[src/rtl/tdc_byte_reader.sv]
// tdc_byte_reader: fires a TDC start pulse, walks the 2-bit byte select over all four
//   lanes with a settle delay per lane, and reassembles the 32-bit count.
// Latency: word_valid rises LAUNCH_CYCLES + 4*(SETTLE_CYCLES+1) + 1 cycles after req is taken in IDLE.
// Backpressure: word_out/word_valid/sel hold in HOLD until word_ready; req outside IDLE is dropped.
//
// Ports:
//   clk, rst_n     clock (rising edge) and asynchronous reset (active HIGH despite the name)
//   req            measurement request, only looked at in IDLE
//   busy           high in every state except IDLE
//   start          registered TDC start strobe, high for LAUNCH_CYCLES cycles
//   sel            byte-lane select to the TDC mux (0 -> [7:0] ... 3 -> [31:24])
//   byte_in        muxed TDC byte for the current sel
//   word_out       assembled count, word_valid/word_ready handshake
//   ones_count     popcount of word_out when TDC_READ_POPCOUNT_EN is defined, else tied to 0
//
// Optional feature macro: TDC_READ_POPCOUNT_EN
module tdc_byte_reader #(
    parameter int unsigned LAUNCH_CYCLES = 4,
    parameter int unsigned SETTLE_CYCLES = 2
) (
    input  logic        clk,
    input  logic        rst_n,
    input  logic        req,
    output logic        busy,
    output logic        start,
    output logic [1:0]  sel,
    input  logic [7:0]  byte_in,
    output logic [31:0] word_out,
    output logic        word_valid,
    input  logic        word_ready,
    output logic [5:0]  ones_count
);

    typedef enum logic [2:0] {
        IDLE   = 3'd0,
        LAUNCH = 3'd1,
        SETTLE = 3'd2,
        SAMPLE = 3'd3,
        HOLD   = 3'd4
    } state_t;

    // Counters load "cycles - 1" on entry and the state exits when they reach zero.
    localparam logic [7:0] LAUNCH_LOAD = 8'(LAUNCH_CYCLES - 1);
    localparam logic [7:0] SETTLE_LOAD = (SETTLE_CYCLES == 0) ? 8'd0 : 8'(SETTLE_CYCLES - 1);
    localparam bit         NO_SETTLE   = (SETTLE_CYCLES == 0);

    state_t      state, state_nxt;
    logic [7:0]  cnt, cnt_nxt;
    logic [1:0]  sel_nxt;
    logic        capture;
    logic        load_word;

    // Lanes 0..2 are parked here; lane 3 goes straight into word_out together
    // with them, so the top byte never needs its own shadow register.
    logic [23:0] shadow;
    logic [31:0] assembled;

    assign assembled = {byte_in, shadow};
    assign busy      = (state != IDLE);
    assign load_word = capture && (sel == 2'd3);

    always_comb begin
        state_nxt = state;
        cnt_nxt   = cnt;
        sel_nxt   = sel;
        capture   = 1'b0;
        case (state)
            IDLE: begin
                sel_nxt = 2'd0;
                if (req) begin
                    state_nxt = LAUNCH;
                    cnt_nxt   = LAUNCH_LOAD;
                end
            end
            LAUNCH: begin
                if (cnt == 8'd0) begin
                    sel_nxt = 2'd0;
                    if (NO_SETTLE) begin
                        state_nxt = SAMPLE;
                    end else begin
                        state_nxt = SETTLE;
                        cnt_nxt   = SETTLE_LOAD;
                    end
                end else begin
                    cnt_nxt = cnt - 8'd1;
                end
            end
            SETTLE: begin
                if (cnt == 8'd0) begin
                    state_nxt = SAMPLE;
                end else begin
                    cnt_nxt = cnt - 8'd1;
                end
            end
            SAMPLE: begin
                capture = 1'b1;
                if (sel == 2'd3) begin
                    state_nxt = HOLD;
                end else begin
                    sel_nxt = sel + 2'd1;
                    if (NO_SETTLE) begin
                        state_nxt = SAMPLE;
                    end else begin
                        state_nxt = SETTLE;
                        cnt_nxt   = SETTLE_LOAD;
                    end
                end
            end
            HOLD: begin
                if (word_ready) begin
                    state_nxt = IDLE;
                    sel_nxt   = 2'd0;
                end
            end
            default: begin
                state_nxt = IDLE;
                sel_nxt   = 2'd0;
            end
        endcase
    end

    always_ff @(posedge clk or posedge rst_n) begin
        if (rst_n) begin
            state      <= IDLE;
            cnt        <= 8'd0;
            sel        <= 2'd0;
            start      <= 1'b0;
            word_valid <= 1'b0;
            shadow     <= 24'd0;
            word_out   <= 32'd0;
        end else begin
            state      <= state_nxt;
            cnt        <= cnt_nxt;
            sel        <= sel_nxt;
            // Flop outputs are decoded from the next state so they line up
            // exactly with the state they belong to and cannot glitch.
            start      <= (state_nxt == LAUNCH);
            word_valid <= (state_nxt == HOLD);
            if (capture) begin
                case (sel)
                    2'd0:    shadow[7:0]   <= byte_in;
                    2'd1:    shadow[15:8]  <= byte_in;
                    2'd2:    shadow[23:16] <= byte_in;
                    default: shadow        <= shadow;
                endcase
            end
            if (load_word) begin
                word_out <= assembled;
            end
        end
    end

`ifdef TDC_READ_POPCOUNT_EN
    logic [5:0] pop_nxt;
    logic [5:0] ones_q;

    always_comb begin
        pop_nxt = 6'd0;
        for (int i = 0; i < 32; i++) begin
            pop_nxt = pop_nxt + 6'(assembled[i]);
        end
    end

    // Loaded with word_out so the count is valid whenever word_valid is.
    always_ff @(posedge clk or posedge rst_n) begin
        if (rst_n) begin
            ones_q <= 6'd0;
        end else if (load_word) begin
            ones_q <= pop_nxt;
        end
    end

    assign ones_count = ones_q;
`else
    assign ones_count = 6'd0;
`endif

endmodule

[config.mk]
export PLATFORM = sky130hd
export DESIGN_NAME = tdc_byte_reader
export DESIGN_NICKNAME = d
export VERILOG_FILES = /design/src/rtl/tdc_byte_reader.sv
export SDC_FILE = /design/constraint.sdc
export NUM_CORES = 1
export LEC_CHECK = 0
export ABC_AREA = 1
export CAP_MARGIN = 20
export CORE_MARGIN = 2
export CORE_UTILIZATION = 30
export DETAILED_ROUTE_END_ITERATION = 6
export PLACE_DENSITY_LB_ADDON = 0.1
export SLEW_MARGIN = 25
export SYNTH_ARGS = -nofsm -noshare
export SYNTH_HDL_FRONTEND = slang
export SYNTH_SLANG_ARGS = --single-unit
export TNS_END_PERCENT = 100
[constraint.sdc]
create_clock -name clk -period 3.32 [get_ports clk]
set_clock_uncertainty 0.2 [all_clocks]
set_input_delay 0.664 -clock clk [delete_from_list [all_inputs] [get_ports clk]]
set_output_delay 0.664 -clock clk [all_outputs]
set_load 0.01 [all_outputs]
==> results of run 1 <==
-- worst min-delay path: cells and delay by family (launching register included) --
kind,cells,cell delay (ps)
simple gates,2,90
flops,1,350
-- path summary, 6_finish.rpt --
check / start / endpoint / slack (ps)
max: state[0] / busy / 780
max reg2reg: sel[0] / word_out[28] / 1230
max in group asynchronous: rst_n / shadow[17] / 2090
min: word_out[3] / word_out[3] / 280
min in group asynchronous: rst_n / cnt[4] / 510
min reg2reg: word_out[3] / word_out[3] / 280
-- routing by layer --
metal,global-route usage,vias up,part of all wire
met1,0.1909,1130,0.47
li1,-,1228,-
met2,0.2336,53,0.49
met5,0,-,0
met4,0.03947,0,0.0060
met3,0.03834,2,0.039
-- layout make-up --
| class | instances | area (um^2) | share of cell area |
|---|---|---|---|
| Multi-Input combinational cell | 250 | 1127 | 0.2907 |
| Sequential cell | 71 | 1777 | 0.4582 |
| Tap cell | 136 | 170.2 | 0.04389 |
| Clock inverter | 6 | 47.55 | 0.01226 |
| Inverter | 31 | 116.4 | 0.03001 |
| Clock buffer | 9 | 123.9 | 0.03195 |
| Timing Repair Buffer | 51 | 515.5 | 0.1329 |
-- placed cells by master, fill, tap and decap left out, types with 2 or more instances in the layout --
| cell | synthesis | routed |
|---|---|---|
| nand2_1 | 149 | 149 |
| dfrtp_1 | 71 | 71 |
| clkdlybuf4s50_1 | 0 | 48 |
| o21ai_1 | 38 | 38 |
| inv_1 | 25 | 24 |
| nor2_1 | 15 | 15 |
| nand3_1 | 13 | 13 |
| clkbuf_8 | 0 | 9 |
| inv_2 | 6 | 7 |
| nand4_1 | 6 | 6 |
| ha_1 | 6 | 6 |
| conb_1 | 1 | 6 |
| a21oi_1 | 4 | 4 |
| clkinvlp_4 | 0 | 4 |
| nand2_2 | 3 | 3 |
| nand3_2 | 2 | 2 |
| nor2_4 | 2 | 2 |
| nor2_2 | 2 | 2 |
| buf_4 | 6 | 2 |
-- where the power goes --
part	switching (uW)	internal, uW
logic	706	550
registers	200	1190
clock network	343	270
-- per-stage QoR --
step	utilization	area (um^2)	cells
4_1_cts	0.3807	3877	554
5_1_grt	0.3807	3877	554
6_report	0.3807	3877	554
3_3_place_gp	0.3639	3706	539
3_5_place_dp	0.3639	3706	539
2_1_floorplan	-	3114	368
-- registers in the layout, summed over array words and instances, names as in the netlist --
register	count
word_out	32
shadow	24
cnt	8
state	3
sel	2
start	1
word_valid	1
-- cells by family after synthesis --
| kind of cell | share of synthesized area |
|---|---|
| simple gates | 0.2579 |
| flops | 0.5740 |
| buf+inv | 0.06790 |
| compound gates | 0.07195 |
| fa+ha+maj | 0.02425 |
| xor+xnor | 0.002830 |
| other cells | 0.001211 |
==> results.sh, run 1 <==
export IMPL_startpoint_type="flip-flop"
export IMPL_vias_per_cell=4.356
export IMPL_dieHeight_um=105.6
export IMPL_drtIter0Drc=77
export IMPL_cts_root_buf="clkbuf_8"
export IMPL_synth_cell_types=23
export IMPL_synth_warnings=0
export IMPL_ys_top_cells_by_area="dfrtp_1 57%, nand2_1 18%, o21ai_1 6.1%, inv_1 3.0%, ha_1 2.4%"
export IMPL_dieArea_um2=11150
export IMPL_rsz0062_at_grt="no"
export IMPL_route_detailed_drc=0
export IMPL_path_depth=3
export IMPL_synthArstFlopShare=1.000
export IMPL_clk_pin_slew_ps=80
export IMPL_syn_avg_cell_area_um2=8.527
export IMPL_cp_max_fo=5
export IMPL_nFillCells=1066
export IMPL_cp_required_ps=2460
export IMPL_drt_wl_total_um=7291
export IMPL_htree_num_levels=3
export IMPL_synth_edf_count=0
export IMPL_firstDrtPassIters=4
export IMPL_vias=2413
export IMPL_gp_congestion=0.7948
export IMPL_path_buf_inv=1
export IMPL_core_um2=10180
export IMPL_grt_pass1_wl_um=12480
export IMPL_synth_area_leader_cell="dfrtp_1"
export IMPL_hold_path_class="flip-flop to flip-flop"
export IMPL_synthFlopType="dfrtp_1"
export IMPL_detail_route_antenna_nets=0
export IMPL_worst_r2r_path_depth=8
export IMPL_hold_depth=2
export IMPL_max_freq_mhz=393.6
export IMPL_place_ws_ps=1128
export IMPL_clockBufferDepth=2
export IMPL_post_cts_resized=0
export IMPL_cts_tree="built"
export IMPL_wl_per_cell_um=13.16
export IMPL_outcome="finished, final reports clean"
export IMPL_syn2layout_area_growth_pct=25.26
export IMPL_ioPinCount=55
export IMPL_p_leak_uw=0.001971
export IMPL_clock_sinks=71
export IMPL_postCtsSetupBuffers=0
export IMPL_fin_ws_ps=779.2
export IMPL_hpwl_um=5040
export IMPL_peakVddDrop_mv=0.2623
export IMPL_synth_top_area_frac=0.5740
export IMPL_ctsHoldBuffers=0
export IMPL_slew_headroom=0.6442
export IMPL_finalCritPeriodShare=0.7653
export IMPL_fp_dieW_um=105.6
export IMPL_tns_ps=0
export IMPL_p_total_uw=3255
export IMPL_gr_usage_all_layers=0.1441
export IMPL_rows=37
export IMPL_syn_area_um2=3095
export IMPL_critical_path_slowest_cell="clkdlybuf4s50_1"
export IMPL_grt_max_degree=72
export IMPL_grt_antenna_before_repair=0
export IMPL_setup_violations=0
export IMPL_path_delay_family="buffers and inverters"
export IMPL_initial_utilization=0.3039
export IMPL_whs_ps=278.0
export IMPL_syn_inst=363
export IMPL_grt_pass1_vias=2434
export IMPL_critPathKind="flip-flop to primary output"
export IMPL_tightestPinTransition_ps=532.4
export IMPL_critPathCaptureType="primary output"
export IMPL_cp_arrival_ps=1680
export IMPL_yosysMostFrequentCell="nand2_1"
export IMPL_p_per_area_nw_per_um2=839.5
export IMPL_synth_common_cells="149 x nand2_1, 71 x dfrtp_1, 38 x o21ai_1"
export IMPL_drive_gt1_frac=0.08134
export IMPL_critical_path_max_stage_delay_ps=490
export IMPL_drv_cap=0
export IMPL_nNetsFinal=432
export IMPL_clock_latency_ps=340
export IMPL_antenna_cells=0
export IMPL_period_needed_ps=2541
export IMPL_gr_total_overflow=0
export IMPL_crit_chain="nor2_1 -> nand2_1 -> clkdlybuf4s50_1"
export IMPL_report_final_slew_viol_count=0
export IMPL_hold_viol_final=0
export IMPL_yosysSeqAreaShare=0.5740
export IMPL_ys_seq_elements=71
export IMPL_cts_buffers=9
export IMPL_port_buffer_count=48
No activity file was read; power rests on OpenSTA's default activity.
==> inputs of run 2 (changes only) <==
==> constraint.sdc (replaced) <==
create_clock -name clk -period 2.6 [get_ports clk]
set_clock_uncertainty 0.2 [all_clocks]
set_input_delay 0.52 -clock clk [delete_from_list [all_inputs] [get_ports clk]]
set_output_delay 0.52 -clock clk [all_outputs]
set_load 0.01 [all_outputs]
==> run 2 against run 1 <==
Net effect: flip-flop and latch count stayed put; via count is 1.7% higher; die area stayed put; clock-buffer cell count is 3 higher; worst hold slack worse by 3.2 ps; sequential power is 27% higher; sequential share of layout area is 0.77 points lower; combinational power is 27% higher; critical endpoint unchanged.
==> results.sh, run 2 (synthesis gave the netlist of run 1 again) <==
export IMPL_grt_max_degree=26
export IMPL_tightestPinTransition_ps=557.0
export IMPL_setup_violations=0
export IMPL_drive_gt1_frac=0.08333
export IMPL_place_ws_ps=548.7
export IMPL_p_leak_uw=0.002015
export IMPL_dpl_instance_area_um2=3746
export IMPL_htree_num_levels=3
export IMPL_p_total_uw=4258
export IMPL_vias_per_cell=4.414
export IMPL_max_freq_mhz=423.4
export IMPL_cp_max_fo=5
export IMPL_drv_cap=0
export IMPL_rsz0062_at_grt="no"
export IMPL_grt_pass1_vias=2472
export IMPL_startpoint_type="flip-flop"
export IMPL_nFillCells=1075
export IMPL_core_um2=10180
export IMPL_cts_root_buf="clkbuf_8"
export IMPL_initial_utilization=0.3039
export IMPL_firstDrtPassIters=4
export IMPL_design_area_um2=3944
export IMPL_regMostFlops="word_out"
export IMPL_p_per_area_nw_per_um2=1080
export IMPL_gp_congestion=0.8032
export IMPL_cp_required_ps=1880
export IMPL_cp_arrival_ps=1640
export IMPL_fin_ws_ps=238.1
export IMPL_clockBufferDepth=2
export IMPL_layout_commonest_cell="nand2_1"
export IMPL_critPathCaptureType="primary output"
export IMPL_period_needed_ps=2362
export IMPL_finalCritPeriodShare=0.9084
export IMPL_hold_path_class="flip-flop to flip-flop"
export IMPL_hpwl_um=5209
export IMPL_hold_viol_final=0
export IMPL_detail_route_antenna_nets=0
export IMPL_outcome="finished, final reports clean"
export IMPL_dieHeight_um=105.6
export IMPL_syn2layout_area_growth_pct=27.40
export IMPL_ctsHoldBuffers=0
export IMPL_slew_headroom=0.6278
export IMPL_antenna_cells=0
export IMPL_tns_ps=0
export IMPL_grt_pass1_wl_um=12330
export IMPL_postCtsSetupBuffers=0
export IMPL_fp_dieW_um=105.6
export IMPL_grt_antenna_before_repair=0
export IMPL_rows=37
export IMPL_drtIter0Drc=90
export IMPL_drt_wl_total_um=7408
export IMPL_post_cts_resized=0
export IMPL_gr_usage_all_layers=0.1421
export IMPL_wl_per_cell_um=13.32
export IMPL_cts_tree="built"
export IMPL_vias=2454
export IMPL_peakVddDrop_mv=0.4518
export IMPL_nNetsFinal=434
export IMPL_port_buffer_count=48
export IMPL_route_detailed_drc=0
export IMPL_clk_pin_slew_ps=70
export IMPL_critPathKind="flip-flop to primary output"
export IMPL_final_util=0.3872
export IMPL_clock_sinks=71
export IMPL_final_cell_mix="149 x nand2_1, 71 x dfrtp_1, 48 x clkdlybuf4s50_1"
export IMPL_ioPinCount=55
export IMPL_dieArea_um2=11150
export IMPL_top_regs="word_out x32, shadow x24, cnt x8"
export IMPL_gr_total_overflow=0
export IMPL_report_final_slew_viol_count=0
export IMPL_cts_buffers=9
export IMPL_clock_latency_ps=330
export IMPL_largest_reg_flops=32
==> run 2: area by class of cell <==
type | count | area (um^2) | area share
clock buffer | 12 | 155.1 | 0.03934
clock inverter | 3 | 42.54 | 0.01079
inverter | 31 | 116.4 | 0.02951
multi-input combinational | 250 | 1127 | 0.2859
sequential | 71 | 1777 | 0.4505
tap | 136 | 170.2 | 0.04315
timing repair buffer | 53 | 555.5 | 0.1409
==> run 2: where the power goes <==
part	switching [uW]	internal (uW)
clock network	393	489
logic	895	710
registers	256	1520
==> run 2: routing by layer <==
metal  up-vias  part of all wire  global-route usage
li1       1230                 -                   -
met1      1166              0.47              0.1883
met2        54              0.48              0.2295
met3         4             0.040             0.04020
met4         0            0.0085             0.03665
met5         -                 0                   0
==> run 2: metrics by stage <==
| stage | std cells | hold slack (ps) |
|---|---|---|
| 4_1_cts | 556 | 282.0 |
| 3_3_place_gp | 541 | 258.4 |
| 5_1_grt | 556 | 301.7 |
| 6_report | 556 | 274.8 |
| 3_5_place_dp | 541 | 261.2 |
| 2_1_floorplan | 368 | 248.8 |
==> run 2: path summary, 6_finish.rpt <==
kind | start | to | slack (ps) | cells after the start
min reg2reg | word_out[0] | word_out[0] | 270 | 2
min | word_out[0] | word_out[0] | 270 | 2
max reg2reg | sel[0] | word_out[27] | 570 | 7
max | state[0] | busy | 240 | 3
min in group asynchronous | rst_n | start | 300 | 2
max in group asynchronous | rst_n | shadow[4] | 1240 | 4
==> run 2: critical path, stage by stage, from the launching register on <==
cell,delay [ps]
dfrtp_1,450
nor2_1,260
nand2_1,110
clkdlybuf4s50_1,490
